## config.mk

```make
export PLATFORM = sky130hd
export DESIGN_NAME = mmu_tblwalk
export DESIGN_NICKNAME = d
export VERILOG_FILES = /design/src/rtl/mmu_tblwalk.sv
export SDC_FILE = /design/constraint.sdc
export NUM_CORES = 1
export LEC_CHECK = 0
export ABC_AREA = 1
export BUFFER_PORTS_ARGS = -buffer_cell sky130_fd_sc_hd__buf_2
export CAP_MARGIN = 20
export CORE_MARGIN = 5
export CORE_UTILIZATION = 46
export CTS_CLUSTER_SIZE = 25
export DETAILED_ROUTE_END_ITERATION = 8
export MAX_ROUTING_LAYER = met4
export PLACE_DENSITY_LB_ADDON = 0.3
export SETUP_SLACK_MARGIN = 0.15
export SYNTH_ARGS = -nofsm -noshare
export SYNTH_HDL_FRONTEND = slang
export SYNTH_SLANG_ARGS = --single-unit
```

## constraint.sdc

```tcl
create_clock -name i_clk -period 1.35 [get_ports i_clk]
set_input_delay 0.27 -clock i_clk [delete_from_list [all_inputs] [get_ports i_clk]]
set_output_delay 0.27 -clock i_clk [all_outputs]
set_load 0.05 [all_outputs]
```

## src/rtl/mmu_tblwalk.sv

```systemverilog
// Two-level page-table walker: on a TLB miss it reads the L1 and L2 descriptors over a
// pipelined Wishbone master, then installs the translation through the MMU control port.
module mmu_tblwalk #(
    parameter int LGTBL = 6
) (
    input  logic             i_clk,
    input  logic             i_reset_n,
    input  logic             i_miss,
    input  logic [29:0]      i_miss_addr,
    input  logic [19:0]      i_tbl_base,
    input  logic [11:0]      i_context,
    output logic             o_busy,
    output logic             o_mem_cyc,
    output logic             o_mem_stb,
    output logic [29:0]      o_mem_addr,
    input  logic             i_mem_stall,
    input  logic             i_mem_ack,
    input  logic             i_mem_err,
    input  logic [31:0]      i_mem_data,
    output logic             o_ctl_stb,
    output logic [LGTBL+1:0] o_ctl_addr,
    output logic [31:0]      o_ctl_data,
    input  logic             i_ctl_ack,
    output logic             o_done,
    output logic             o_fault,
    output logic [1:0]       o_fault_code
);

    typedef enum logic [2:0] {
        IDLE    = 3'd0,
        L1_REQ  = 3'd1,
        L1_WAIT = 3'd2,
        L2_REQ  = 3'd3,
        L2_WAIT = 3'd4,
        WR_V    = 3'd5,
        WR_P    = 3'd6,
        FIN     = 3'd7
    } state_t;

    state_t           state, state_nxt;
    logic [19:0]      vpage;
    logic [19:0]      tbl_base;
    logic [11:0]      ctx;
    logic [19:0]      l1_page;
    logic [31:0]      l2_word;
    logic [LGTBL-1:0] slot;
    logic             gap;
    logic             start, l1_load, l2_load, slot_inc, flt;
    logic [1:0]       flt_code;
    logic             unused_bits;

    // Page offset bits play no part in the walk.
    assign unused_bits = ^i_miss_addr[9:0];

    always_ff @(posedge i_clk or negedge i_reset_n) begin
        if (!i_reset_n) state <= IDLE;
        else            state <= state_nxt;
    end

    always_comb begin
        state_nxt  = state;
        o_busy     = (state != IDLE);
        o_mem_cyc  = 1'b0;
        o_mem_stb  = 1'b0;
        o_mem_addr = '0;
        o_ctl_stb  = 1'b0;
        o_ctl_addr = '0;
        o_ctl_data = '0;
        o_done     = 1'b0;
        start      = 1'b0;
        l1_load    = 1'b0;
        l2_load    = 1'b0;
        slot_inc   = 1'b0;
        flt        = 1'b0;
        flt_code   = 2'b00;
        case (state)
            IDLE: begin
                if (i_miss) begin
                    start     = 1'b1;
                    state_nxt = L1_REQ;
                end
            end
            L1_REQ: begin
                o_mem_cyc  = 1'b1;
                o_mem_stb  = 1'b1;
                o_mem_addr = {tbl_base, vpage[19:10]};
                if (i_mem_err) begin
                    flt       = 1'b1;
                    flt_code  = 2'b01;
                    state_nxt = IDLE;
                end else if (!i_mem_stall) begin
                    state_nxt = L1_WAIT;
                end
            end
            L1_WAIT: begin
                o_mem_cyc  = 1'b1;
                o_mem_addr = {tbl_base, vpage[19:10]};
                if (i_mem_err) begin
                    flt       = 1'b1;
                    flt_code  = 2'b01;
                    state_nxt = IDLE;
                end else if (i_mem_ack) begin
                    if (!i_mem_data[0]) begin
                        flt       = 1'b1;
                        flt_code  = 2'b10;
                        state_nxt = IDLE;
                    end else begin
                        l1_load   = 1'b1;
                        state_nxt = L2_REQ;
                    end
                end
            end
            L2_REQ: begin
                // First cycle here is the idle gap that ends the L1 bus cycle.
                if (!gap) begin
                    o_mem_cyc  = 1'b1;
                    o_mem_stb  = 1'b1;
                    o_mem_addr = {l1_page, vpage[9:0]};
                    if (i_mem_err) begin
                        flt       = 1'b1;
                        flt_code  = 2'b01;
                        state_nxt = IDLE;
                    end else if (!i_mem_stall) begin
                        state_nxt = L2_WAIT;
                    end
                end
            end
            L2_WAIT: begin
                o_mem_cyc  = 1'b1;
                o_mem_addr = {l1_page, vpage[9:0]};
                if (i_mem_err) begin
                    flt       = 1'b1;
                    flt_code  = 2'b01;
                    state_nxt = IDLE;
                end else if (i_mem_ack) begin
                    if (!i_mem_data[0]) begin
                        flt       = 1'b1;
                        flt_code  = 2'b11;
                        state_nxt = IDLE;
                    end else begin
                        l2_load   = 1'b1;
                        state_nxt = WR_V;
                    end
                end
            end
            WR_V: begin
                o_ctl_stb  = 1'b1;
                o_ctl_addr = {1'b1, slot, 1'b0};
                o_ctl_data = {vpage, l2_word[11:0]};
                if (i_ctl_ack) state_nxt = WR_P;
            end
            WR_P: begin
                o_ctl_stb  = 1'b1;
                o_ctl_addr = {1'b1, slot, 1'b1};
                o_ctl_data = {l2_word[31:12], ctx};
                if (i_ctl_ack) begin
                    slot_inc  = 1'b1;
                    state_nxt = FIN;
                end
            end
            FIN: begin
                o_done    = 1'b1;
                state_nxt = IDLE;
            end
            default: state_nxt = IDLE;
        endcase
    end

    always_ff @(posedge i_clk or negedge i_reset_n) begin
        if (!i_reset_n) begin
            vpage        <= '0;
            tbl_base     <= '0;
            ctx          <= '0;
            l1_page      <= '0;
            l2_word      <= '0;
            slot         <= '0;
            gap          <= 1'b0;
            o_fault      <= 1'b0;
            o_fault_code <= 2'b00;
        end else begin
            gap     <= l1_load;
            o_fault <= flt;
            if (start) begin
                vpage        <= i_miss_addr[29:10];
                tbl_base     <= i_tbl_base;
                ctx          <= i_context;
                o_fault_code <= 2'b00;
            end
            if (flt)      o_fault_code <= flt_code;
            if (l1_load)  l1_page      <= i_mem_data[31:12];
            if (l2_load)  l2_word      <= i_mem_data;
            if (slot_inc) slot         <= slot + LGTBL'(1);
        end
    end

endmodule

```

==> flow_summary.json, run 1 <==
{
  "cts_root_buf": "clkbuf_16",
  "synth.net_count": 768,
  "postGrtWorstEndpoint": "o_mem_addr[1]",
  "cts_sinks": 117,
  "ys_ff_latch": 117,
  "status": "aborted with a tool error",
  "synthTopCellsByArea": "dfrtp_1, nand2_1, inv_1",
  "grt-ovfl-total": 296,
  "synth_area_um2": 5690,
  "synth_top_area_share_pct": 51.5,
  "gp_congestion": 0.911,
  "numCtsBuffers": 17,
  "cts_buffer_depth": 2,
  "die_x_um": 121,
  "cts-htree-levels": 4,
  "seq_area_frac_synth_pct": 51.5,
  "rows": 40,
  "worst-ep-kind": "primary output",
  "avgSynthCellArea_um2": 8.54,
  "error_message": "[ERROR GRT-0232] Routing congestion too high. Check the congestion heatmap in the GUI.",
  "grt_use_total_pct": 82.9,
  "yosys.area.top_type": "dfrtp_1",
  "start_util_pct": 47.2,
  "pin_count": 179,
  "synth_cells": 666,
  "ys_types": 32,
  "grt_max_degree": 42,
  "dpl.hpwl_mm": 12.7,
  "die_h_um": 121,
  "antenna_found_initial": 6,
  "yosysWarnings": 0,
  "port_buffers": 168,
  "stop_stage": "global routing"
}
cells in the mapped netlist, drive strengths merged:
master,instances
nand2,152
inv,127
dfrtp,117
o21ai,117
o22ai,42
buf,33
nor2,31
nand3,17
a21oi,14
clkbuf,4
nand4,4
xor2,4
ha,1
nand3b,1
nor3,1
nor3b,1
layer usage:
metal | track usage [%] | GRT overflow
met1 | 79.1 | 1
met2 | 98.5 | 207
met3 | 65.9 | 5
met4 | 85.7 | 83
met5 | - | -
metrics by stage:
step	std cells	area [µm²]	worst slack (ns)	util (%)
3_5_place_dp	1021	8020	-0.537	66.5
2_1_floorplan	666	6810	-0.270	-
3_3_place_gp	1021	8020	-0.472	66.5
4_1_cts	1113	10500	-0.795	86.7
cells by family after synthesis:
| group | share of synthesized area [%] |
|---|---|
| xor+xnor | 0.616 |
| compound gates | 17.9 |
| flops | 51.5 |
| fa+ha+maj | 0.220 |
| buf+inv | 13.9 |
| simple gates | 16.0 |
what timing repair did:
action,CTS
endpoints found under the hold margin,76
gates resized for setup,288
endpoints found under the setup margin,195
pin swaps,17
hold buffers,1
gates cloned,21
buffers inserted,39
==> run 2: changes to the inputs <==
--- a/config.mk
+++ b/config.mk
@@ -9,12 +9,9 @@
 export BUFFER_PORTS_ARGS = -buffer_cell sky130_fd_sc_hd__buf_2
 export CAP_MARGIN = 20
 export CORE_MARGIN = 5
-export CORE_UTILIZATION = 46
-export CTS_CLUSTER_SIZE = 25
+export CORE_UTILIZATION = 40
 export DETAILED_ROUTE_END_ITERATION = 8
-export MAX_ROUTING_LAYER = met4
-export PLACE_DENSITY_LB_ADDON = 0.3
-export SETUP_SLACK_MARGIN = 0.15
+export PLACE_DENSITY_LB_ADDON = 0.15
 export SYNTH_ARGS = -nofsm -noshare
 export SYNTH_HDL_FRONTEND = slang
 export SYNTH_SLANG_ARGS = --single-unit
==> constraint.sdc (replaced) <==
create_clock -name i_clk -period 1.75 [get_ports i_clk]
set_input_delay 0.35 -clock i_clk [delete_from_list [all_inputs] [get_ports i_clk]]
set_output_delay 0.35 -clock i_clk [all_outputs]
set_load 0.05 [all_outputs]
==> run 2 against run 1 <==
The flow now finishes, with violations (setup timing). Synthesized cell count is the same. Synthesized area is the same.
==> flow_summary.json, run 2 <==
{
  "status": "finished, violations left",
  "violations": "setup timing",
  "clock_latency_ns": 0.41,
  "grt-ovfl-total": 0,
  "synth.net_count": 768,
  "numCtsBuffers": 17,
  "slowest_stage": "dfrtp_2",
  "r2r-start": "state[2]",
  "final_common_cell": "nand2_1",
  "antenna_left": 0,
  "cts-htree-levels": 4,
  "hp-class": "in2reg",
  "cts_buffer_depth": 2,
  "p_clk_share_pct": 18.5,
  "setup_violations": 75,
  "slew-limit-headroom_pct": 76.0,
  "leakage_nw": 4.70,
  "fin_nets": 982,
  "crit_fanout": 6,
  "drc": 0,
  "area.growth.synth_to_final_pct": 61.1,
  "start_util_pct": 40.8,
  "drt-total-wl_mm": 17.2,
  "diodes": 0,
  "worstMarginPinSlew_ns": 0.360,
  "period_minus_slack_ns": 2.26,
  "clk_pin_slew_ns": 0.05,
  "antenna_found_initial": 0,
  "timing.critical_path.to": "o_mem_addr[11]",
  "drt_iter0_drc": 213,
  "cp.arrival_ns": 1.91,
  "dp_slack_ns": -0.248,
  "worstReg2RegEnd": "vpage[3]",
  "slew_violations": 0,
  "yosysMostFrequentCell": "nand2_1",
  "wl_per_cell_um": 16.1,
  "synth_edf_count": 0,
  "total_power_mw": 17.9,
  "ys_async_sr_fraction_pct": 100,
  "p_switching_mw": 8.16,
  "worst_slack_ns": -0.511,
  "critPathCaptureType": "output pin",
  "power.density_nw_per_um2": 1950,
  "grt_pass1_wl_mm": 27.4,
  "start_kind": "register",
  "die_h_um": 129,
  "cts_tree": "done",
  "viasPerCell": 4.77,
  "rows": 43,
  "ys_types": 32,
  "avgSynthCellArea_um2": 8.54,
  "cp_cell_sequence": "buf_6 > nor2_8 > nand2_4 > inv_4 > a21oi_4 > buf_6 > clkbuf_16 > o22ai_4 > buf_6",
  "seqPwrFrac_pct": 23.1,
  "first_pass_iters": 4,
  "p_comb_share_pct": 58.4,
  "crit_top_cell": "buf_6",
  "cts_sinks": 117,
  "die_x_um": 129,
  "period_share_pct": 129,
  "rsz0062_at_grt": "yes",
  "synth_top_area_share_pct": 51.5,
  "hold_viol": 0,
  "via_count": 5105,
  "largest_reg_flops": 32,
  "ys_ff_latch": 117,
  "cpPeakStageDelay_ns": 0.47,
  "grt_use_total_pct": 21.2,
  "r2r_cells": 9,
  "seq_area_frac_synth_pct": 51.5,
  "crit_start": "state[0]",
  "synth_commonest_cells": "nand2_1, inv_1, dfrtp_1, o21ai_1, o21ai_0",
  "synthTopCellsByArea": "dfrtp_1, nand2_1, inv_1",
  "coreArea_um2": 13900,
  "synth_ff_type": "dfrtp_1",
  "top_register": "l2_word",
  "intPower_mw": 9.75,
  "pin_count": 179,
  "switching_share_pct": 45.6,
  "drive_above_1_share_pct": 44.4,
  "reg2reg_setup_slack_ns": 0.10,
  "grt_max_degree": 65,
  "critical_path_required_ns": 1.40,
  "fmax_ghz": 0.442,
  "dpl.hpwl_mm": 12.0,
  "synth_cells": 666,
  "layout_common_cells": "nand2_1, inv_1, dfrtp_1",
  "drv_cap": 0,
  "hp-start": "i_tbl_base[11]",
  "critical_path_class": "reg2out",
  "skew_ns": 0.0107,
  "cts_root_buf": "clkbuf_16",
  "gp_congestion": 0.850,
  "yosys.area.top_type": "dfrtp_1",
  "ir_worst_vdd_v": 0.00104,
  "die-area_um2": 16700,
  "grt_pass1_vias": 5323,
  "port_buffers": 168,
  "yosysWarnings": 0,
  "synth_area_um2": 5690,
  "whs_ns": 0.143
}
[run 2: cell counts after synthesis]
Identical to the previous run, type by type.
[run 2: cell type report]
type,count,area (µm²)
Multi-Input combinational cell,385,2810
Fill cell,1118,4770
Inverter,127,504
Tap cell,180,225
Sequential cell,117,2930
Timing Repair Buffer,232,2120
Clock buffer,22,494
Clock inverter,8,75.1
[run 2: worst min-delay path by stage]
stage	end	slack [ns]	cells after the start
4_1_cts	tbl_base[9]	0.13	3
2_1_floorplan	ctx[0]	0.05	0
3_5_place_dp	l2_word[8]	0.38	2
3_3_place_gp	l2_word[8]	0.38	2
5_1_grt	vpage[0]	0.14	3
6_report	tbl_base[11]	0.14	3
[run 2: repair_timing]
action / in CTS / in global routing
hold buffers: 1 / 0
endpoints found under the hold margin: 117 / 0
cloned: 3 / 1
endpoints found under the setup margin: 75 / 76
pin swaps: 2 / 3
gates resized for setup: 206 / 50
buffers inserted: 9 / 7
[run 2: power by group through the flow]
| stage | Clock (mW) | Combinational [mW] | Sequential [mW] |
|---|---|---|---|
| global placement | 0 | 8.68 | 4.06 |
| global route | 3.54 | 11.1 | 4.22 |
| detailed placement | 0 | 8.80 | 4.10 |
| CTS | 3.38 | 10.1 | 4.11 |
| finish | 3.32 | 10.5 | 4.13 |
| floorplan | 0 | 6.86 | 4.05 |
[run 2: cells by family after synthesis]
| family | synth area share, % |
|---|---|
| fa+ha+maj | 0.220 |
| simple gates | 16.0 |
| xor+xnor | 0.616 |
| compound gates | 17.9 |
| buf+inv | 13.9 |
| flops | 51.5 |
[run 2: worst max-delay path, delay by kind of cell (launching register included)]
kind	cells	cell delay, ns
AO/OA/AOI/OAI	2	0.26
buffers and inverters	5	0.68
flip-flops	1	0.47
AND/OR/NAND/NOR	2	0.10
[run 2: metal layers]
layer	GRT usage [%]	up-vias	routed length, µm
met5	0	-	0
met1	29.5	2407	7660
met3	4.20	20	937
met4	6.18	0	193
li1	-	2546	-
met2	33.7	132	8420
[run 2: per-stage QoR]
stage | TNS [ns] | util (%) | cells | area, µm²
finish | -29.04 | 65.8 | 1071 | 9170
global route | -34.39 | 65.8 | 1071 | 9170
CTS | -31.38 | 63.8 | 1065 | 8890
detailed placement | -8.65 | 53.7 | 1023 | 7480
global placement | -6.28 | 53.7 | 1023 | 7480
floorplan | -8.07 | - | 666 | 6200
(Power assumes the default switching activity.)
